## src/rtl/ibex_msg_pkg.sv

```systemverilog
// rtl/ibex_msg_pkg.sv - shared types and helpers for the MPRF message injection path
package ibex_msg_pkg;

   localparam int unsigned MsgMaxWords = 4;
   localparam int unsigned MsgLenW     = 2;
   localparam int unsigned MsgAddrW    = 5;
   localparam int unsigned MsgDataW    = 32;
   localparam int unsigned MsgNumWords = 2 ** MsgAddrW;

   typedef struct packed {
      logic [MsgAddrW-1:0]                  addr;
      logic [MsgLenW-1:0]                   len;
      logic [MsgMaxWords-1:0][MsgDataW-1:0] data;
   } msg_desc_t;

   typedef enum logic {
      MSG_IDLE,
      MSG_WRITE
   } msg_wr_state_e;

   // Registers touched by a message; the address wraps modulo the MPRF size.
   function automatic logic [MsgNumWords-1:0] target_mask(input logic [MsgAddrW-1:0] addr,
                                                          input logic [MsgLenW-1:0]  len);
      logic [MsgNumWords-1:0] mask;
      logic [MsgAddrW-1:0]    a;
      mask = '0;
      for (int k = 0; k < int'(MsgMaxWords); k++) begin
         a = addr + MsgAddrW'(k);
         if (MsgLenW'(k) <= len) begin
            mask[a] = 1'b1;
         end
      end
      return mask;
   endfunction

endpackage

```

## src/rtl/ibex_msg_desc_fifo.sv

```systemverilog
// rtl/ibex_msg_desc_fifo.sv - synchronous-reset descriptor queue for the MPRF write scheduler
module ibex_msg_desc_fifo
   import ibex_msg_pkg::*;
#(
   parameter int unsigned Depth = 2
) (
   input  logic      clk_i,
   input  logic      rst_i,
   input  logic      push_i,
   input  msg_desc_t wdata_i,
   input  logic      pop_i,
   output msg_desc_t rdata_o,
   output logic      full_o,
   output logic      empty_o
);

   localparam int unsigned PtrW = (Depth > 1) ? $clog2(Depth) : 1;
   localparam int unsigned CntW = $clog2(Depth + 1);

   msg_desc_t       mem_q [Depth];
   logic [PtrW-1:0] wptr_q;
   logic [PtrW-1:0] rptr_q;
   logic [CntW-1:0] count_q;
   logic            do_push;
   logic            do_pop;

   function automatic logic [PtrW-1:0] ptr_inc(input logic [PtrW-1:0] p);
      return (p == PtrW'(Depth - 1)) ? '0 : p + 1'b1;
   endfunction

   assign full_o  = (count_q == CntW'(Depth));
   assign empty_o = (count_q == '0);
   assign do_push = push_i & ~full_o;
   assign do_pop  = pop_i & ~empty_o;
   assign rdata_o = mem_q[rptr_q];

   always_ff @(posedge clk_i) begin
      if (rst_i) begin
         wptr_q  <= '0;
         rptr_q  <= '0;
         count_q <= '0;
      end else begin
         if (do_push) begin
            wptr_q <= ptr_inc(wptr_q);
         end
         if (do_pop) begin
            rptr_q <= ptr_inc(rptr_q);
         end
         case ({do_push, do_pop})
            2'b10:   count_q <= count_q + 1'b1;
            2'b01:   count_q <= count_q - 1'b1;
            default: count_q <= count_q;
         endcase
      end
   end

   // Payload storage needs no reset; only the pointers define validity.
   always_ff @(posedge clk_i) begin
      if (do_push) begin
         mem_q[wptr_q] <= wdata_i;
      end
   end

endmodule

```

## src/rtl/ibex_msg_rf_wr_ctrl.sv

```systemverilog
// rtl/ibex_msg_rf_wr_ctrl.sv - MPRF injection write scheduler with pending-word scoreboard
module ibex_msg_rf_wr_ctrl
   import ibex_msg_pkg::*;
#(
   parameter int unsigned AddrWidth = MsgAddrW,
   parameter int unsigned DataWidth = MsgDataW,
   parameter int unsigned FifoDepth = 2,
   localparam int unsigned NumWords = 2 ** AddrWidth
) (
   input  logic                   clk_i,
   input  logic                   rst_i,
   input  logic                   msg_valid_i,
   output logic                   msg_ready_o,
   input  logic [AddrWidth-1:0]   msg_addr_i,
   input  logic [1:0]             msg_len_i,
   input  logic [4*DataWidth-1:0] msg_data_i,
   input  logic                   core_we_i,
   input  logic                   core_mprf_sel_i,
   output logic                   rf_we_o,
   output logic [AddrWidth-1:0]   rf_waddr_o,
   output logic [DataWidth-1:0]   rf_wdata_o,
   output logic [NumWords-1:0]    pending_o,
   output logic                   busy_o,
   output logic                   done_o
);

   msg_wr_state_e        state_q, state_d;
   msg_desc_t            work_q, work_d;
   logic [MsgLenW-1:0]   cnt_q, cnt_d;
   logic [NumWords-1:0]  pending_q, pending_d;
   logic [NumWords-1:0]  in_mask;
   logic [NumWords-1:0]  clr_mask;
   logic [AddrWidth-1:0] wr_addr;
   msg_desc_t            in_desc;
   msg_desc_t            fifo_head;
   logic                 fifo_full;
   logic                 fifo_empty;
   logic                 fifo_pop;
   logic                 accept;
   logic                 stall;

   assign in_desc = {msg_addr_i, msg_len_i, msg_data_i};
   assign in_mask = target_mask(msg_addr_i, msg_len_i);

   // Refusing overlap with pending words keeps set and clear of the scoreboard disjoint.
   assign msg_ready_o = ~rst_i & ~fifo_full & ~|(in_mask & pending_q);
   assign accept      = msg_valid_i & msg_ready_o;

   ibex_msg_desc_fifo #(
      .Depth(FifoDepth)
   ) u_desc_fifo (
      .clk_i  (clk_i),
      .rst_i  (rst_i),
      .push_i (accept),
      .wdata_i(in_desc),
      .pop_i  (fifo_pop),
      .rdata_o(fifo_head),
      .full_o (fifo_full),
      .empty_o(fifo_empty)
   );

   assign stall   = core_we_i & core_mprf_sel_i;
   assign wr_addr = work_q.addr + AddrWidth'(cnt_q);

   always_comb begin
      state_d    = state_q;
      work_d     = work_q;
      cnt_d      = cnt_q;
      fifo_pop   = 1'b0;
      clr_mask   = '0;
      rf_we_o    = 1'b0;
      rf_waddr_o = '0;
      rf_wdata_o = '0;
      done_o     = 1'b0;
      case (state_q)
         MSG_IDLE: begin
            if (!fifo_empty) begin
               fifo_pop = 1'b1;
               work_d   = fifo_head;
               cnt_d    = '0;
               state_d  = MSG_WRITE;
            end
         end
         MSG_WRITE: begin
            // Address and data stay on the port while the core owns it.
            rf_waddr_o = wr_addr;
            rf_wdata_o = work_q.data[cnt_q];
            if (!stall) begin
               rf_we_o           = 1'b1;
               clr_mask[wr_addr] = 1'b1;
               if (cnt_q == work_q.len) begin
                  done_o = 1'b1;
                  if (!fifo_empty) begin
                     fifo_pop = 1'b1;
                     work_d   = fifo_head;
                     cnt_d    = '0;
                  end else begin
                     state_d = MSG_IDLE;
                  end
               end else begin
                  cnt_d = cnt_q + 1'b1;
               end
            end
         end
         default: state_d = MSG_IDLE;
      endcase
   end

   assign pending_d = (pending_q & ~clr_mask) | (accept ? in_mask : '0);

   always_ff @(posedge clk_i) begin
      if (rst_i) begin
         state_q   <= MSG_IDLE;
         work_q    <= '0;
         cnt_q     <= '0;
         pending_q <= '0;
      end else begin
         state_q   <= state_d;
         work_q    <= work_d;
         cnt_q     <= cnt_d;
         pending_q <= pending_d;
      end
   end

   assign pending_o = pending_q;
   assign busy_o    = ~fifo_empty | (state_q != MSG_IDLE);

endmodule

```

## config.mk

```make
export PLATFORM = sky130hd
export DESIGN_NAME = ibex_msg_rf_wr_ctrl
export DESIGN_NICKNAME = d
export VERILOG_FILES = /design/src/rtl/ibex_msg_pkg.sv /design/src/rtl/ibex_msg_desc_fifo.sv /design/src/rtl/ibex_msg_rf_wr_ctrl.sv
export SDC_FILE = /design/constraint.sdc
export NUM_CORES = 1
export LEC_CHECK = 0
export BUFFER_PORTS_ARGS = -buffer_cell sky130_fd_sc_hd__buf_2
export CAP_MARGIN = 15
export CORE_MARGIN = 2
export CORE_UTILIZATION = 42
export CTS_BUF_LIST = sky130_fd_sc_hd__clkbuf_16
export DETAILED_ROUTE_END_ITERATION = 8
export PLACE_DENSITY = 0.67
export SYNTH_ARGS = -nofsm -noshare
export SYNTH_HDL_FRONTEND = slang
export SYNTH_HIERARCHICAL = 1
export SYNTH_SLANG_ARGS = --single-unit
export TNS_END_PERCENT = 50
```

## constraint.sdc

```tcl
create_clock -name clk_i -period 17.2 [get_ports clk_i]
set_clock_uncertainty 0.15 [all_clocks]
set_input_delay 0 -clock clk_i [delete_from_list [all_inputs] [get_ports clk_i]]
set_output_delay 0 -clock clk_i [all_outputs]
set_load 0.01 [all_outputs]
```

==> results.sh <==
export IMPL_hold_depth=2
export IMPL_async_reset_ff_share_pct=0
export IMPL_seq_area_frac_synth_pct=59.8
export IMPL_rr_startpoint="u_desc_fifo/count_q[0]"
export IMPL_grt_pass1_wl_mm=91.8
export IMPL_cts_setup_buffers=0
export IMPL_register_area_sq_mm=0.0116
export IMPL_die_width_um=219
export IMPL_synthesis_nets=1800
export IMPL_worstSetupStartpointType="input pin"
export IMPL_hold_viol=0
export IMPL_ant_nets=0
export IMPL_syn_inst=1654
export IMPL_switching_share_pct=28.6
export IMPL_seqPwrFrac_pct=45.1
export IMPL_max_cap_violations=0
export IMPL_track_usage_pct=25.7
export IMPL_critPathArrivalTime_ns=6.31
export IMPL_final_core_util_pct=53.6
export IMPL_drv_slew=0
export IMPL_grt_pass1_vias=14700
export IMPL_p_leak_nw=8.75
export IMPL_vias=14700
export IMPL_fin_crit_ns=6.28
export IMPL_grt_start_max_net_pins=104
export IMPL_yosysTopAreaCellShare_pct=41.7
export IMPL_fin_ws_ns=10.92
export IMPL_cts_tree="done"
export IMPL_clkPwrFrac_pct=35.8
export IMPL_core_sq_mm=0.0455
export IMPL_hold_start="msg_data_i[12]"
export IMPL_multi_input_area_sq_mm=0.00720
export IMPL_critPathTopFamily="buffers and inverters"
export IMPL_totalWireLength_mm=62.4
export IMPL_cp_cell_sequence="dlygate4sd3_1 > buf_2 > ha_1 > xnor2_2 > o22ai_1 > a222oi_1 > nand2b_1 > o2111ai_1 > a2111oi_4 > nand4_2 > inv_1 > inv_1 > or3_1 > inv_6 > buf_4"
export IMPL_crit_buf_inv=6
export IMPL_yosys_most_used_dff="edfxtp_1"
export IMPL_p_comb_share_pct=19.1
export IMPL_fin_nets=2157
export IMPL_worstPathMaxFanout=70
export IMPL_fin_tns_setup_ns=0
export IMPL_rsz0062_at_grt="false"
export IMPL_drc=0
export IMPL_grt_overflow_total=0
export IMPL_synth_edf_count=270
export IMPL_ys_types=83
export IMPL_synth_warnings=6
export IMPL_synth_area_per_cell_sq_um=11.7
export IMPL_synthesis_area_sq_mm=0.0194
export IMPL_die_h_um=219
export IMPL_cts_buffers=46
export IMPL_synth_top_area_cell="edfxtp_1"
export IMPL_min_path_type="input pin to register"
export IMPL_clock_path_buffers=3
export IMPL_yosys_register_bits=445
export IMPL_worst_pin_slew_ns=1.19
export IMPL_switchingPower_uw=845
export IMPL_dpl_hpwl_mm=41.0
export IMPL_outcome="finished clean"
export IMPL_post_route_period_util_pct=36.5
export IMPL_die_area_sq_mm=0.0480
export IMPL_io_pins=213
export IMPL_path_common_cell="inv_1"
export IMPL_cp_end_kind="register"
export IMPL_drive_above_1_share_pct=25.4
export IMPL_p_int_mw=2.11
export IMPL_gp_congestion=0.911
export IMPL_critPathSlowestCell="ha_1"
export IMPL_path_clk_slew_ns=0.07
export IMPL_area_delta_synth_final_pct=25.5
export IMPL_first_pass_iters=6
export IMPL_ir_drop_mv=0.0813
export IMPL_initial_core_util_pct=42.7
export IMPL_regToRegSetupSlack_ns=12.52
export IMPL_clk_latency_ns=0.59
export IMPL_setup_viol=0
export IMPL_viasPerCell=5.53
export IMPL_pre_cts_slack_ns=11.04
export IMPL_synth_area_leaders="edfxtp_1 (42%), dfxtp_1 (18%), mux2_2 (7.9%), nand2_1 (6.1%), a21oi_1 (4.3%)"
export IMPL_antenna_found_initial=5
export IMPL_htreeDepth=2
export IMPL_numClockSinks=445
export IMPL_r2r_end="u_desc_fifo/mem_q[0][61]"
export IMPL_port_buffers=212
export IMPL_r2r_cells=12
export IMPL_clock_fmax_ghz=0.159
export IMPL_slowest_delay_ns=0.90
export IMPL_cts_root_buffer="clkbuf_16"
export IMPL_min_to="u_desc_fifo/mem_q[0][12]"
export IMPL_drt_iter0_drc=1375
export IMPL_power_density_mw_per_mm2=121
export IMPL_nFillCells=3918
export IMPL_worst_ep_required_time_ns=17.24
export IMPL_num_rows=78
export IMPL_routedWlPerCell_um=23.5
export IMPL_slew_limit_headroom_pct=20.9
export IMPL_path_class="input pin to register"
[metal layers]
metal / wire (um) / track usage [%] / vias up
met5: 12 / 0 / -
met4: 1520 / 7.64 / 2
met3: 4930 / 5.35 / 89
met2: 28300 / 39.3 / 602
met1: 27600 / 36.9 / 7248
li1: - / - / 6744
[Yosys cell counts, types with 8 or more instances]
cell and instances:
a21oi_1 167, and2_1 40, buf_2 22, buf_6 14
clkbuf_1 64, dfxtp_1 175, edfxtp_1 270, inv_1 21
mux2_2 136, mux4_2 32, nand2_1 317, nand2b_1 13
nand3_1 23, nor2_1 53, nor2b_1 29, nor3_1 24
o2111ai_1 8, o21ai_0 45, o21ai_2 25, o22ai_1 12
o31ai_1 8, o32ai_1 12, or3_1 8, xnor2_1 8
[sequential cells by signal (all words and copies together), names as in the netlist, named ones only]
signal / cells
u_desc_fifo/mem_q: 270
u_desc_fifo/rptr_q: 1
u_desc_fifo/wptr_q: 1
pending_o: 32
cnt_q: 2
state_q: 1
work_q: 135
u_desc_fifo/count_q: 2
[worst reg2reg max path, cell delays in order, from the launching register on]
cell      delay (ns)
dfxtp_1         0.44
nand2b_2        0.20
inv_2           0.06
nor2_1          0.32
and3_1          0.28
nand4_1         0.21
nor4_2          0.34
nand4_2         0.16
inv_1           0.13
inv_1           0.05
or3_1           0.42
inv_6           0.50
buf_4           0.95
[power groups by stage]
stage                     combinational (mW)  clock (mW)  sequential [mW]
after floorplan                        0.378           0             1.32
after global placement                 0.517           0             1.35
after detailed placement               0.522           0             1.35
after CTS                              0.560        1.07             1.33
after global routing                   0.615        1.12             1.34
final                                  0.565        1.06             1.33
[stage by stage]
| step | hold WS (ns) | area, sq um | cells | power, mW |
|---|---|---|---|---|
| after floorplan | -0.0809 | 19400 | 1654 | 1.70 |
| after global placement | 0.0391 | 20800 | 2370 | 1.86 |
| after detailed placement | 0.0415 | 20800 | 2370 | 1.87 |
| after CTS | 0.000339 | 24400 | 2648 | 2.96 |
| after global routing | 0.00858 | 24400 | 2652 | 3.08 |
| final | 0.00792 | 24400 | 2654 | 2.96 |
[what timing repair did]
item	CTS	global route
hold endpoints to repair	342	2
hold buffers	192	1
gates resized for setup	0	0
[cells by family after synthesis]
kind of cell               Yosys count  share of synthesized area, %
and+or+nand+nor                    553                          13.2
DFF                                445                          59.8
AOI/OAI and AO/OA                  336                          11.0
muxes                              169                          11.6
buffers and inverters              130                          3.27
xor gates and xnor gates            15                         0.753
adders and majority gates            6                         0.425
[layout by cell type, fill, tap and decap left out, types with 23 or more instances in the layout]
master         Yosys  routed
o21ai_2           25      25
mux2_2           136     136
nor3_1            24      24
clkbuf_16          0      47
nor2_1            53      53
o21ai_0           45      45
nor2b_1           29      29
edfxtp_1         270     270
buf_2             22     211
dlygate4sd3_1      0     193
nand2_1          317     317
dfxtp_1          175     172
nand3_1           23      23
inv_1             21      24
a21oi_1          167     167
mux4_2            32      32
and2_1            40      40
[worst max path at each step]
stage / start / slack [ns] / cells after the start / end
6_report: msg_addr_i[1] / 10.92 / 15 / u_desc_fifo/mem_q[0][61]
5_1_grt: msg_addr_i[1] / 10.63 / 15 / u_desc_fifo/mem_q[0][78]
4_1_cts: msg_addr_i[1] / 11.09 / 15 / u_desc_fifo/mem_q[0][102]
3_5_place_dp: msg_addr_i[1] / 11.04 / 14 / u_desc_fifo/mem_q[0][91]
3_3_place_gp: msg_addr_i[1] / 11.00 / 14 / u_desc_fifo/mem_q[0][67]
2_1_floorplan: msg_addr_i[1] / 10.87 / 14 / u_desc_fifo/mem_q[1][0]
[cell type report]
class	instances	share of cell area [%]
Clock inverter	39	1.85
Multi-Input combinational cell	1079	29.5
Antenna cell	5	0.0513
Sequential cell	445	47.6
Tap cell	600	3.08
Timing Repair Buffer	416	12.6
Clock buffer	47	4.82
Inverter	23	0.385
Power figures use the tool's default switching activity.
